**src/rtl/iob_clint_pkg.sv**
```systemverilog
// Shared constants and helpers for the core-local interruptor: register
// offsets inside the CLINT window (SiFive layout), timer width and the
// byte-strobe merge used by every writable 32-bit word.
package iob_clint_pkg;

    localparam int unsigned MSIP_BASE     = 32'h0000_0000;
    localparam int unsigned MTIMECMP_BASE = 32'h0000_4000;
    localparam int unsigned MTIME_LO      = 32'h0000_BFF8;
    localparam int unsigned MTIME_HI      = 32'h0000_BFFC;
    localparam int unsigned MTIME_W       = 64;

    // Replace the bytes of old_word selected by wstrb with the matching bytes of wdata.
    function automatic logic [31:0] merge_bytes(input logic [31:0] old_word,
                                                input logic [31:0] wdata,
                                                input logic [3:0]  wstrb);
        logic [31:0] res;
        for (int b = 0; b < 4; b++) begin
            res[8*b +: 8] = wstrb[b] ? wdata[8*b +: 8] : old_word[8*b +: 8];
        end
        return res;
    endfunction

endpackage

```
**src/rtl/iob_clint_timebase.sv**
```systemverilog
// Prescaler plus the 64-bit free-running mtime counter. A bus write to
// either half overrides the tick for that cycle: the written half takes the
// merged bytes, the other half keeps its old value and no carry is applied.
// The prescaler keeps running through mtime writes.
module iob_clint_timebase
    import iob_clint_pkg::*;
#(
    parameter int TICK_DIV = 1
) (
    input  logic               clk,
    input  logic               arst_n,
    input  logic               cke,
    input  logic [31:0]        lo_wdata,
    input  logic [3:0]         lo_wstrb,
    input  logic [31:0]        hi_wdata,
    input  logic [3:0]         hi_wstrb,
    output logic [MTIME_W-1:0] mtime
);

    localparam int PRE_W = (TICK_DIV > 1) ? $clog2(TICK_DIV) : 1;
    localparam logic [PRE_W-1:0] PRE_LAST = PRE_W'(TICK_DIV - 1);

    logic [PRE_W-1:0]   presc;
    logic               tick;
    logic               wr_any;
    logic [MTIME_W-1:0] mtime_q;

    assign tick   = cke && (presc == PRE_LAST);
    assign wr_any = (|lo_wstrb) || (|hi_wstrb);
    assign mtime  = mtime_q;

    // Prescaler: counts enabled cycles 0..TICK_DIV-1, wraps on tick.
    always_ff @(posedge clk or negedge arst_n) begin
        if (!arst_n) begin
            presc <= '0;
        end else if (cke) begin
            presc <= tick ? '0 : presc + PRE_W'(1);
        end
    end

    // mtime: bus write wins over the tick; otherwise increment modulo 2^64.
    always_ff @(posedge clk or negedge arst_n) begin
        if (!arst_n) begin
            mtime_q <= '0;
        end else if (wr_any) begin
            mtime_q <= {merge_bytes(mtime_q[63:32], hi_wdata, hi_wstrb),
                        merge_bytes(mtime_q[31:0],  lo_wdata, lo_wstrb)};
        end else if (tick) begin
            mtime_q <= mtime_q + 64'd1;
        end
    end

endmodule

```
**src/rtl/iob_clint.sv**
```systemverilog
// Core-local interruptor on the CPU's CLINT IOb port: address decode,
// per-hart msip and mtimecmp banks, registered timer-compare flops and the
// registered read path. The timebase lives in iob_clint_timebase.
//
// Handshake: iob_ready_o is tied high, so any cycle with iob_avalid_i=1 and
// cke_i=1 is an accepted request. iob_wstrb_i nonzero means write (applied at
// the accepting edge, no response); zero means read, answered by
// iob_rvalid_o=1 for exactly the following cycle with iob_rdata_o valid.
// iob_rdata_o holds until the next read. Reset drops any pending response.
module iob_clint
    import iob_clint_pkg::*;
#(
    parameter int ADDR_W   = 16,
    parameter int DATA_W   = 32,
    parameter int N_CORES  = 1,
    parameter int TICK_DIV = 1
) (
    input  logic                clk_i,
    input  logic                arst_n_i,
    input  logic                cke_i,
    input  logic                iob_avalid_i,
    input  logic [ADDR_W-1:0]   iob_addr_i,
    input  logic [DATA_W-1:0]   iob_wdata_i,
    input  logic [DATA_W/8-1:0] iob_wstrb_i,
    output logic                iob_rvalid_o,
    output logic [DATA_W-1:0]   iob_rdata_o,
    output logic                iob_ready_o,
    output logic [N_CORES-1:0]  mtip_o,
    output logic [N_CORES-1:0]  msip_o
);

    logic [ADDR_W-1:0]  waddr;
    logic               wr;
    logic               rd;
    logic [N_CORES-1:0] msip_sel;
    logic [N_CORES-1:0] cmp_lo_sel;
    logic [N_CORES-1:0] cmp_hi_sel;
    logic               mt_lo_sel;
    logic               mt_hi_sel;
    logic [3:0]         mt_lo_wstrb;
    logic [3:0]         mt_hi_wstrb;
    logic [MTIME_W-1:0] mtime;
    logic [MTIME_W-1:0] mtimecmp [N_CORES];
    logic [N_CORES-1:0] msip_q;
    logic [N_CORES-1:0] mtip_q;
    logic [31:0]        rd_mux;
    logic               rvalid_q;
    logic [DATA_W-1:0]  rdata_q;

    // Word-aligned address: the byte lane bits are masked off.
    assign waddr = iob_addr_i & ~ADDR_W'(3);
    assign wr    = iob_avalid_i && cke_i && (|iob_wstrb_i);
    assign rd    = iob_avalid_i && cke_i && !(|iob_wstrb_i);

    assign iob_ready_o  = 1'b1;
    assign iob_rvalid_o = rvalid_q;
    assign iob_rdata_o  = rdata_q;
    assign mtip_o       = mtip_q;
    assign msip_o       = msip_q;

    // Address decode; harts at or above N_CORES never match and read as 0.
    always_comb begin
        msip_sel   = '0;
        cmp_lo_sel = '0;
        cmp_hi_sel = '0;
        for (int h = 0; h < N_CORES; h++) begin
            msip_sel[h]   = (waddr == ADDR_W'(MSIP_BASE + 4*h));
            cmp_lo_sel[h] = (waddr == ADDR_W'(MTIMECMP_BASE + 8*h));
            cmp_hi_sel[h] = (waddr == ADDR_W'(MTIMECMP_BASE + 8*h + 4));
        end
        mt_lo_sel = (waddr == ADDR_W'(MTIME_LO));
        mt_hi_sel = (waddr == ADDR_W'(MTIME_HI));
    end

    assign mt_lo_wstrb = (wr && mt_lo_sel) ? iob_wstrb_i : 4'b0000;
    assign mt_hi_wstrb = (wr && mt_hi_sel) ? iob_wstrb_i : 4'b0000;

    iob_clint_timebase #(
        .TICK_DIV (TICK_DIV)
    ) u_timebase (
        .clk      (clk_i),
        .arst_n   (arst_n_i),
        .cke      (cke_i),
        .lo_wdata (iob_wdata_i),
        .lo_wstrb (mt_lo_wstrb),
        .hi_wdata (iob_wdata_i),
        .hi_wstrb (mt_hi_wstrb),
        .mtime    (mtime)
    );

    // msip bank: only bit 0 is storage, written through byte lane 0.
    always_ff @(posedge clk_i or negedge arst_n_i) begin
        if (!arst_n_i) begin
            msip_q <= '0;
        end else begin
            for (int h = 0; h < N_CORES; h++) begin
                if (wr && msip_sel[h] && iob_wstrb_i[0]) begin
                    msip_q[h] <= iob_wdata_i[0];
                end
            end
        end
    end

    // mtimecmp bank: reset to all ones so no timer interrupt fires after reset.
    always_ff @(posedge clk_i or negedge arst_n_i) begin
        if (!arst_n_i) begin
            for (int h = 0; h < N_CORES; h++) begin
                mtimecmp[h] <= '1;
            end
        end else begin
            for (int h = 0; h < N_CORES; h++) begin
                if (wr && cmp_lo_sel[h]) begin
                    mtimecmp[h][31:0] <= merge_bytes(mtimecmp[h][31:0], iob_wdata_i, iob_wstrb_i);
                end
                if (wr && cmp_hi_sel[h]) begin
                    mtimecmp[h][63:32] <= merge_bytes(mtimecmp[h][63:32], iob_wdata_i, iob_wstrb_i);
                end
            end
        end
    end

    // Timer compare: registered, uses current register values (one-cycle latency).
    always_ff @(posedge clk_i or negedge arst_n_i) begin
        if (!arst_n_i) begin
            mtip_q <= '0;
        end else if (cke_i) begin
            for (int h = 0; h < N_CORES; h++) begin
                mtip_q[h] <= (mtime >= mtimecmp[h]);
            end
        end
    end

    // Read mux over pre-update register values; unmapped reads return 0.
    always_comb begin
        rd_mux = 32'h0;
        for (int h = 0; h < N_CORES; h++) begin
            if (msip_sel[h])   rd_mux = {31'h0, msip_q[h]};
            if (cmp_lo_sel[h]) rd_mux = mtimecmp[h][31:0];
            if (cmp_hi_sel[h]) rd_mux = mtimecmp[h][63:32];
        end
        if (mt_lo_sel) rd_mux = mtime[31:0];
        if (mt_hi_sel) rd_mux = mtime[63:32];
    end

    // Read response: one-cycle rvalid pulse, rdata held until the next read.
    always_ff @(posedge clk_i or negedge arst_n_i) begin
        if (!arst_n_i) begin
            rvalid_q <= 1'b0;
            rdata_q  <= '0;
        end else if (cke_i) begin
            rvalid_q <= rd;
            if (rd) begin
                rdata_q <= rd_mux;
            end
        end
    end

endmodule

```
**config.mk**
```make
export PLATFORM = sky130hd
export DESIGN_NAME = iob_clint
export DESIGN_NICKNAME = d
export VERILOG_FILES = /design/src/rtl/iob_clint_pkg.sv /design/src/rtl/iob_clint_timebase.sv /design/src/rtl/iob_clint.sv
export SDC_FILE = /design/constraint.sdc
export NUM_CORES = 1
export LEC_CHECK = 0
export BUFFER_PORTS_ARGS = -buffer_cell sky130_fd_sc_hd__buf_2
export CAP_MARGIN = 20
export CORE_AREA = 2 2 178 145
export DETAILED_ROUTE_END_ITERATION = 8
export DIE_AREA = 0 0 180 147
export PLACE_DENSITY_LB_ADDON = 0.15
export REMOVE_ABC_BUFFERS = 1
export SLEW_MARGIN = 10
export SYNTH_ARGS = -nofsm -noshare
export SYNTH_HDL_FRONTEND = slang
export SYNTH_HIERARCHICAL = 1
export SYNTH_SLANG_ARGS = --single-unit
```
**constraint.sdc**
```tcl
create_clock -name clk_i -period 2.9 [get_ports clk_i]
set_input_delay 0.145 -clock clk_i [delete_from_list [all_inputs] [get_ports clk_i]]
set_output_delay 0.145 -clock clk_i [all_outputs]
set_load 0.05 [all_outputs]
```
==> results.sh, run 1 <==
export IMPL_cts_setup_buffers=0
export IMPL_setup_worst_path_start="mtimecmp[45]"
export IMPL_cts_path_max_buffers=2
export IMPL_fp_coreArea_um2=24800
export IMPL_num_vias=10409
export IMPL_wl_met1_um=18100
export IMPL_seq_area_frac_synth_pct=38.4
export IMPL_firstDrtPassIters=5
export IMPL_die_w_um=180
export IMPL_hp_class="primary input to register"
export IMPL_critPathLaunchType="register"
export IMPL_synthTopCellsByArea="dfrtp_1, dfstp_2, ha_1"
export IMPL_wl_met2_um=15500
export IMPL_synth_top_cell_area_share_pct=22.9
export IMPL_root_buffer="clkbuf_16"
export IMPL_ys_async_sr_fraction_pct=100
export IMPL_final_antenna_net_count=0
export IMPL_leakage_nw=5.35
export IMPL_rows=52
export IMPL_dieHeight_um=147
export IMPL_drt_iter0_markers=1025
export IMPL_cts_tree="done"
export IMPL_layout_drive_gt1_share_pct=27.1
export IMPL_r2r_setup_slack_ns=0.29
export IMPL_grt_max_degree=68
export IMPL_crit_end="mtip_o"
export IMPL_setup_viol=0
export IMPL_worst_slew_pin_slew_ns=0.774
export IMPL_period_minus_slack_ns=2.61
export IMPL_pin_count=92
export IMPL_clock_sinks=164
export IMPL_fin_nets=1469
export IMPL_portBuffers=88
export IMPL_finalWorstSetupSlack_ns=0.291
export IMPL_final_max_slew_viol_count=0
export IMPL_drt_vias_per_instance=6.18
export IMPL_seqCellArea_um2=4180
export IMPL_cts_made_buffers=17
export IMPL_track_usage_pct=29.0
export IMPL_worstReg2RegEnd="mtip_o"
export IMPL_grt_pass1_wl_um=59000
export IMPL_utilization_pct=52.8
export IMPL_ys_ff_latch=164
export IMPL_holdBufCountCts=11
export IMPL_fin_crit_sh_pct=90.0
export IMPL_rsz0062_at_grt="no"
export IMPL_yosysUniqueCellTypes=77
export IMPL_syn_to_final_growth_pct=20.1
export IMPL_n_antenna_cell=0
export IMPL_dieArea_um2=26500
export IMPL_cp_required_ns=3.26
export IMPL_pre_cts_ws_ns=0.189
export IMPL_syn_avg_cell_area_um2=9.13
export IMPL_crit_arrival_ns=2.97
export IMPL_clock_skew_ns=0.0114
export IMPL_path_class="register to register"
export IMPL_max_cap_violations=0
export IMPL_wirelength_um=37700
export IMPL_multi_input_area_um2=6180
export IMPL_relSlewSlack_pct=47.9
export IMPL_hold_viol_final=0
export IMPL_vdd_drop_max_uv=400
export IMPL_fmax_ghz=0.383
export IMPL_grt_pass1_vias=9874
export IMPL_status="finished, final reports clean"
export IMPL_holdWs_ns=0.00749
export IMPL_synth_edff_count=0
export IMPL_synth_area_um2=10900
export IMPL_antenna_found_initial=0
export IMPL_r2r_start="mtimecmp[45]"
export IMPL_tns_ns=0
export IMPL_r2r_cells=10
export IMPL_cts_htree_levels=4
export IMPL_synth_flop_cell="dfrtp_1"
export IMPL_synth_commonest_cells="nand2_1, dfrtp_1, nor2_1, inv_1, a21oi_1"
export IMPL_finalPower_mw=5.81
export IMPL_synth_warnings=6
export IMPL_netlist_instances=1195
export IMPL_critPathCaptureType="register"
export IMPL_drc_errors=0
export IMPL_met3_wirelength_um=3420
export IMPL_hpwl_um=27800
export IMPL_highest_layer="met4"
export IMPL_yosysMostFrequentCell="nand2_1"
export IMPL_fill_cells=2290
export IMPL_cp_max_fo=3
export IMPL_yosys_area_top_type="dfrtp_1"
export IMPL_clk_latency_ns=0.44
export IMPL_path_clk_slew_ns=0.07
export IMPL_pwr_density_cell_nw_per_um2=444
export IMPL_start_util_pct=44.0
export IMPL_grt_overflow_total=0
export IMPL_place_gp_congestion=0.972
export IMPL_wl_per_cell_um=22.4
export IMPL_ctsResizeCount=0
## critical path, stage by stage, from the launching register on
cell and delay, ns:
dfstp_2 0.54, inv_1 0.05, ha_1 0.30, nand4_1 0.30, nor4_1 0.51, buf_4 0.20
nand4_1 0.08, buf_4 0.16, o2111ai_1 0.19, a221oi_1 0.08, o22ai_1 0.14
## routing by layer
layer / up-vias / global-route usage [%]
li1: 4813 / -
met2: 514 / 41.1
met1: 5031 / 43.3
met5: - / 0
met3: 51 / 7.73
met4: 0 / 7.80
## worst min-delay path by stage
| stage | start | end | slack (ns) | cells after the start |
|---|---|---|---|---|
| floorplan | arst_n_i | iob_rdata_o[0] | -0.15 | 0 |
| global placement | arst_n_i | u_timebase/mtime[12] | 0.20 | 1 |
| detailed placement | arst_n_i | u_timebase/mtime[12] | 0.21 | 1 |
| CTS | iob_wdata_i[24] | mtimecmp[24] | 0.0002 | 2 |
| global route | iob_wdata_i[24] | mtimecmp[24] | 0.008 | 2 |
| finish | iob_wdata_i[24] | mtimecmp[24] | 0.007 | 2 |
## report_power, final
part	leakage [nW]	switching [mW]	internal, mW	total (mW)
sequential	1.91	0.134	2.37	2.50
clock	0.322	0.972	1.64	2.61
combinational	3.12	0.427	0.276	0.703
total	5.35	1.53	4.28	5.81
## logic make-up (layout without fill, tap and decap cells)
kind of cell	after synthesis	in the layout	synth area share (%)
AND/OR/NAND/NOR	419	419	21.1
AO/OA/AOI/OAI	328	328	20.2
flip-flops	164	164	38.4
buffers and inverters	146	312	5.25
multiplexers	72	72	7.64
adder cells (fa/ha/maj)	65	65	7.46
other	1	1	0.0344
## placed cells by master (no fill, tap or decap), types with 13 or more instances in the layout
master,count
a21oi_1,71
a221oi_1,34
a22oi_1,40
and3_1,13
buf_2,87
buf_4,94
clkbuf_16,17
dfrtp_1,100
dfstp_2,64
ha_1,65
inv_1,81
mux2_2,49
nand2_1,102
nand3_1,49
nand4_1,47
nor2_1,93
nor3_1,15
nor4_1,16
o21ai_0,64
o22a_1,19
o22ai_1,15
## final cells by class
cell class / count / share of cell area (%)
Clock buffer: 22 / 3.47
Tap cell: 324 / 3.10
Clock inverter: 10 / 1.56
Sequential cell: 164 / 32.0
Multi-Input combinational cell: 885 / 47.2
Inverter: 82 / 2.35
Timing Repair Buffer: 198 / 10.4
## state kept, by name, indices dropped and copies added (netlist names)
name,flops
iob_rdata_o,32
msip_o,1
u_timebase/presc,1
mtimecmp,64
iob_rvalid_o,1
u_timebase/mtime,64
mtip_o,1
## per-stage QoR
stage          std cells  cell area [um2]
2_1_floorplan       1131            10600
3_3_place_gp        1642            12300
5_1_grt             1685            13100
4_1_cts             1685            13100
6_report            1685            13100
3_5_place_dp        1642            12300
Note: power is estimated with default switching activity, not from simulation.
==> run 2: changes to the inputs <==
CORE_AREA = 2 2 201 163   (was 2 2 178 145)
DIE_AREA = 0 0 203 165   (was 0 0 180 147)
HOLD_SLACK_MARGIN = 0.02   (was default)
clock period = 3.4 ns   (was 2.9 ns; I/O delays follow)
==> results.sh, run 2 (synthesis gave the netlist of run 1 again) <==
export IMPL_status="finished, final reports clean"
export IMPL_wirelength_um=38700
export IMPL_firstDrtPassIters=5
export IMPL_start_util_pct=34.9
export IMPL_cts_tree="done"
export IMPL_r2r_start="u_timebase/mtime[0]"
export IMPL_crit_arrival_ns=3.15
export IMPL_vdd_drop_max_uv=293
export IMPL_num_vias=10211
export IMPL_setup_worst_path_start="u_timebase/mtime[0]"
export IMPL_clk_latency_ns=0.46
export IMPL_root_buffer="clkbuf_16"
export IMPL_cts_setup_buffers=0
export IMPL_rows=58
export IMPL_hpwl_um=28200
export IMPL_cp_required_ns=3.74
export IMPL_critPathCaptureType="register"
export IMPL_fin_crit_sh_pct=82.8
export IMPL_ctsResizeCount=0
export IMPL_finalWorstSetupSlack_ns=0.584
export IMPL_max_cap_violations=0
export IMPL_cts_htree_levels=4
export IMPL_final_antenna_net_count=0
export IMPL_finalPower_mw=4.89
export IMPL_power_switching_mw=1.33
export IMPL_path_clk_slew_ns=0.07
export IMPL_holdBufCountCts=11
export IMPL_crit_end="u_timebase/mtime[28]"
export IMPL_r2r_cells=7
export IMPL_drt_vias_per_instance=5.84
export IMPL_antenna_found_initial=0
export IMPL_fp_coreArea_um2=31300
export IMPL_pwr_density_cell_nw_per_um2=379
export IMPL_grt_max_degree=71
export IMPL_path_class="register to register"
export IMPL_wl_per_cell_um=22.2
export IMPL_die_w_um=203
export IMPL_drc_errors=0
export IMPL_fmax_ghz=0.355
export IMPL_cts_made_buffers=17
export IMPL_clock_sinks=164
export IMPL_grt_pass1_wl_um=60500
export IMPL_hp_class="primary input to register"
export IMPL_fin_nets=1436
export IMPL_dieArea_um2=33500
export IMPL_pre_cts_ws_ns=0.390
export IMPL_pin_count=92
export IMPL_critPathLaunchType="register"
export IMPL_intPower_mw=3.57
export IMPL_drt_iter0_markers=1165
export IMPL_power_frac_seq_pct=44.3
export IMPL_portBuffers=88
export IMPL_hold_viol_final=0
export IMPL_n_antenna_cell=0
export IMPL_comb_power_share_pct=10.8
export IMPL_period_minus_slack_ns=2.82
export IMPL_placed_area_um2=12200
export IMPL_leakage_nw=5.17
export IMPL_grt_overflow_total=0
export IMPL_worst_slew_pin_slew_ns=1.06
export IMPL_cp_max_fo=7
export IMPL_syn_to_final_growth_pct=18.4
export IMPL_grt_pass1_vias=9742
export IMPL_utilization_pct=41.3
export IMPL_cts_path_max_buffers=2
export IMPL_setup_viol=0
export IMPL_r2r_setup_slack_ns=0.58
export IMPL_final_cell_area_um2=12900
export IMPL_rsz0062_at_grt="no"
export IMPL_place_gp_congestion=0.913
export IMPL_p_clk_share_pct=44.9
export IMPL_final_max_slew_viol_count=0
export IMPL_worstReg2RegEnd="u_timebase/mtime[28]"
export IMPL_swShare_pct=27.1
export IMPL_clock_skew_ns=0.0169
export IMPL_track_usage_pct=24.0
export IMPL_min_delay_start="iob_wdata_i[6]"
export IMPL_layout_commonest_cell="nand2_1"
export IMPL_relSlewSlack_pct=29.2
export IMPL_layout_drive_gt1_share_pct=25.4
export IMPL_most_common_layout_cells="nand2_1, dfrtp_1, nor2_1"
export IMPL_tns_ns=0
export IMPL_dieHeight_um=165
-- run 2: worst max-delay path, stage by stage, from the launching register on --
cell and delay (ns):
dfrtp_1 0.55, ha_1 0.31, nand4_2 0.23, or4_1 0.77
nor2_1 0.29, buf_4 0.19, a41oi_1 0.12, o22a_1 0.23
-- run 2: power by group through the flow --
stage / clock network [mW] / logic, mW / registers, mW
floorplan: 0 / 0.276 / 2.16
global placement: 0 / 0.507 / 2.20
detailed placement: 0 / 0.516 / 2.20
global route: 2.34 / 0.601 / 2.19
CTS: 2.25 / 0.529 / 2.17
finish: 2.20 / 0.530 / 2.17
-- run 2: worst min-delay path by stage --
stage                           end  slack, ns  cells past startpoint
2_1_floorplan        iob_rdata_o[0]      -0.13                      0
3_3_place_gp   u_timebase/mtime[12]       0.27                      1
3_5_place_dp   u_timebase/mtime[12]       0.27                      1
4_1_cts        u_timebase/mtime[60]       0.02                      3
5_1_grt        u_timebase/mtime[60]       0.03                      3
6_report               mtimecmp[38]       0.03                      2
-- run 2: stage by stage --
| stage | hold WS (ns) | instances |
|---|---|---|
| finish | 0.0322 | 1748 |
| CTS | 0.0205 | 1748 |
| detailed placement | 0.272 | 1705 |
| floorplan | -0.126 | 1131 |
| global route | 0.0293 | 1748 |
| global placement | 0.271 | 1705 |
-- run 2: area by class of cell --
class / instances / area (um2)
Tap cell: 420 / 526
Timing Repair Buffer: 165 / 1080
Sequential cell: 164 / 4180
Multi-Input combinational cell: 885 / 6180
Clock inverter: 10 / 181
Fill cell: 3156 / 18400
Clock buffer: 22 / 464
Inverter: 82 / 308
-- run 2: metal layers --
metal  up-vias  share of wire, %  GRT usage (%)
met5         -                 0              0
met4         0               2.0           6.07
met3        40               7.1           4.14
met2       394                40           33.8
met1      5027                51           37.4
li1       4750                 -              -
==> run 3: changes to the inputs <==
ABC_AREA = 1   (was default)
CORE_AREA = 2 2 210 171   (was 2 2 201 163)
DIE_AREA = 0 0 212 173   (was 0 0 203 165)
clock period = 2.95 ns   (was 3.4 ns; I/O delays follow)
==> results.sh, run 3 <==
export IMPL_status="finished, final reports clean"
export IMPL_crit_arrival_ns=2.86
export IMPL_path_clk_slew_ns=0.06
export IMPL_netlist_instances=1790
export IMPL_rsz0062_at_grt="no"
export IMPL_start_util_pct=34.8
export IMPL_synth_flop_cell="dfrtp_1"
export IMPL_vdd_drop_max_uv=324
export IMPL_ys_async_sr_fraction_pct=100
export IMPL_finalPower_mw=5.25
export IMPL_cts_tree="done"
export IMPL_syn_avg_cell_area_um2=6.68
export IMPL_dieArea_um2=36700
export IMPL_fp_coreArea_um2=34400
export IMPL_wl_per_cell_um=17.4
export IMPL_ys_ff_latch=164
export IMPL_holdWs_ns=0.0893
export IMPL_antenna_found_initial=2
export IMPL_max_cap_violations=0
export IMPL_layout_drive_gt1_share_pct=15.4
export IMPL_grt_pass1_wl_um=65000
export IMPL_firstDrtPassIters=5
export IMPL_seq_area_frac_synth_pct=35.0
export IMPL_tns_ns=0
export IMPL_synth_commonest_cells="nand2_1, nor2_1, inv_1, dfrtp_1, o21ai_0"
export IMPL_path_class="primary input to register"
export IMPL_setup_viol=0
export IMPL_pin_count=92
export IMPL_highest_layer="met5"
export IMPL_track_usage_pct=23.4
export IMPL_fmax_ghz=0.399
export IMPL_worst_slew_pin_slew_ns=0.763
export IMPL_synth_top_cell_area_share_pct=20.9
export IMPL_period_minus_slack_ns=2.50
export IMPL_leakage_nw=6.70
export IMPL_die_w_um=212
export IMPL_grt_overflow_total=0
export IMPL_relSlewSlack_pct=49.1
export IMPL_dieHeight_um=173
export IMPL_pre_cts_ws_ns=0.212
export IMPL_cts_path_max_buffers=2
export IMPL_cts_setup_buffers=0
export IMPL_cp_max_fo=64
export IMPL_critPathCaptureType="register"
export IMPL_yosys_area_top_type="dfrtp_1"
export IMPL_clk_latency_ns=0.47
export IMPL_cts_made_buffers=17
export IMPL_clock_skew_ns=0.0148
export IMPL_pwr_density_cell_nw_per_um2=377
export IMPL_n_antenna_cell=0
export IMPL_portBuffers=88
export IMPL_layout_commonest_cell="nand2_1"
export IMPL_synth_edff_count=0
export IMPL_critPathLaunchType="primary input"
export IMPL_drc_errors=0
export IMPL_synth_warnings=6
export IMPL_cts_htree_levels=4
export IMPL_root_buffer="clkbuf_16"
export IMPL_multi_input_area_um2=6710
export IMPL_finalWorstSetupSlack_ns=0.446
export IMPL_hpwl_um=31700
export IMPL_wirelength_um=41600
export IMPL_synthTopCellsByArea="dfrtp_1, nand2_1, dfstp_2"
export IMPL_most_common_layout_cells="nand2_1, nor2_1, inv_1"
export IMPL_drt_vias_per_instance=4.89
export IMPL_hp_class="primary input to register"
export IMPL_fin_crit_sh_pct=84.9
export IMPL_final_max_slew_viol_count=0
export IMPL_syn_to_final_growth_pct=16.5
export IMPL_fin_nets=2028
export IMPL_clock_sinks=164
export IMPL_hold_viol_final=0
export IMPL_grt_max_degree=73
export IMPL_fill_cells=3701
export IMPL_grt_pass1_vias=11117
export IMPL_seqCellArea_um2=4180
export IMPL_drt_iter0_markers=928
export IMPL_met3_wirelength_um=2740
export IMPL_wl_met2_um=17300
export IMPL_yosysUniqueCellTypes=51
export IMPL_synth_area_um2=12000
export IMPL_place_gp_congestion=0.915
export IMPL_wl_met1_um=21000
export IMPL_cp_required_ns=3.31
export IMPL_final_antenna_net_count=0
export IMPL_yosysMostFrequentCell="nand2_1"
export IMPL_num_vias=11701
export IMPL_rows=61
==> run 3: cell types whose count changed in the layout (fill, tap and decap cells not counted), sizes merged, moves of 38 or more <==
cell   before  now
inv        82  215
buf       154  113
mux2       66    8
a22oi      40    2
o21ai      72  110
nor2       97  243
nand2     104  679
==> run 3: worst paths after layout <==
path | startpoint | endpoint | slack, ns | depth (start not counted)
worst max-delay path | cke_i | u_timebase/mtime[46] | 0.45 | 17
worst min-delay path | iob_wstrb_i[0] | msip_o | 0.09 | 4
worst max register to register | u_timebase/mtime[26] | u_timebase/mtime[57] | 0.60 | 9
worst min register to register | iob_rdata_o[11] | iob_rdata_o[11] | 0.47 | 2
max in group asynchronous | arst_n_i | mtimecmp[33] | 1.84 | 3
min in group asynchronous | arst_n_i | iob_rdata_o[12] | 0.25 | 2
==> run 3: repair_timing <==
item                                   4_1_cts  5_1_grt
endpoints found under the hold margin      102        0
resized for setup                            0        0
hold buffers                                34        0
==> run 3: cell type report <==
type / count / share of cell area, %
Timing Repair Buffer: 147 / 7.26
Sequential cell: 164 / 30.0
Clock inverter: 11 / 1.09
Clock buffer: 21 / 3.38
Multi-Input combinational cell: 1359 / 48.1
Tap cell: 472 / 4.24
Inverter: 218 / 5.89
==> run 3: where the power goes <==
part / internal [mW] / total [mW] / switching (mW)
Combinational: 0.156 / 0.453 / 0.297
Sequential: 2.29 / 2.37 / 0.0783
Clock: 1.40 / 2.43 / 1.03
Total: 3.84 / 5.25 / 1.40
==> run 3: kinds of logic (layout without fill, tap and decap cells) <==
logic type                 Yosys count  in the layout  synth area share, %
and+or+nand+nor                   1070           1070                 37.8
buffers and inverters              267            397                 9.06
muxes                               12             12                 1.09
xor gates and xnor gates             4              4                0.293
AOI/OAI and AO/OA                  207            207                 9.98
DFF                                164            164                 35.0
adders and majority gates           65             65                 6.80
other                                1              1               0.0313
==> run 3: stage by stage <==
step	instance area [um2]	util, %	cells
2_1_floorplan	11700	-	1741
3_3_place_gp	13000	37.7	2326
3_5_place_dp	13000	37.7	2326
4_1_cts	13900	40.5	2392
5_1_grt	13900	40.5	2392
6_report	13900	40.5	2392
==> run 3: worst max-delay path, cell delays in order <==
cell and delay [ns]:
dlygate4sd3_1 0.53, buf_2 0.18, nand3_1 0.13, inv_2 0.09, nand4_1 0.20, nor2_1 0.09
nor2_1 0.11, nand2_1 0.09, nor2_4 0.20, buf_12 0.27, nand2_1 0.19, nor2_1 0.24
nand3_1 0.11, nand2_1 0.07, nand2_1 0.04, nand2_1 0.06, inv_1 0.04
==> run 3: layer usage <==
| layer | vias up | track usage (%) |
|---|---|---|
| met1 | 5448 | 34.6 |
| met3 | 30 | 5.52 |
| met4 | 2 | 5.19 |
| met5 | - | 0 |
| met2 | 314 | 34.1 |
| li1 | 5907 | - |
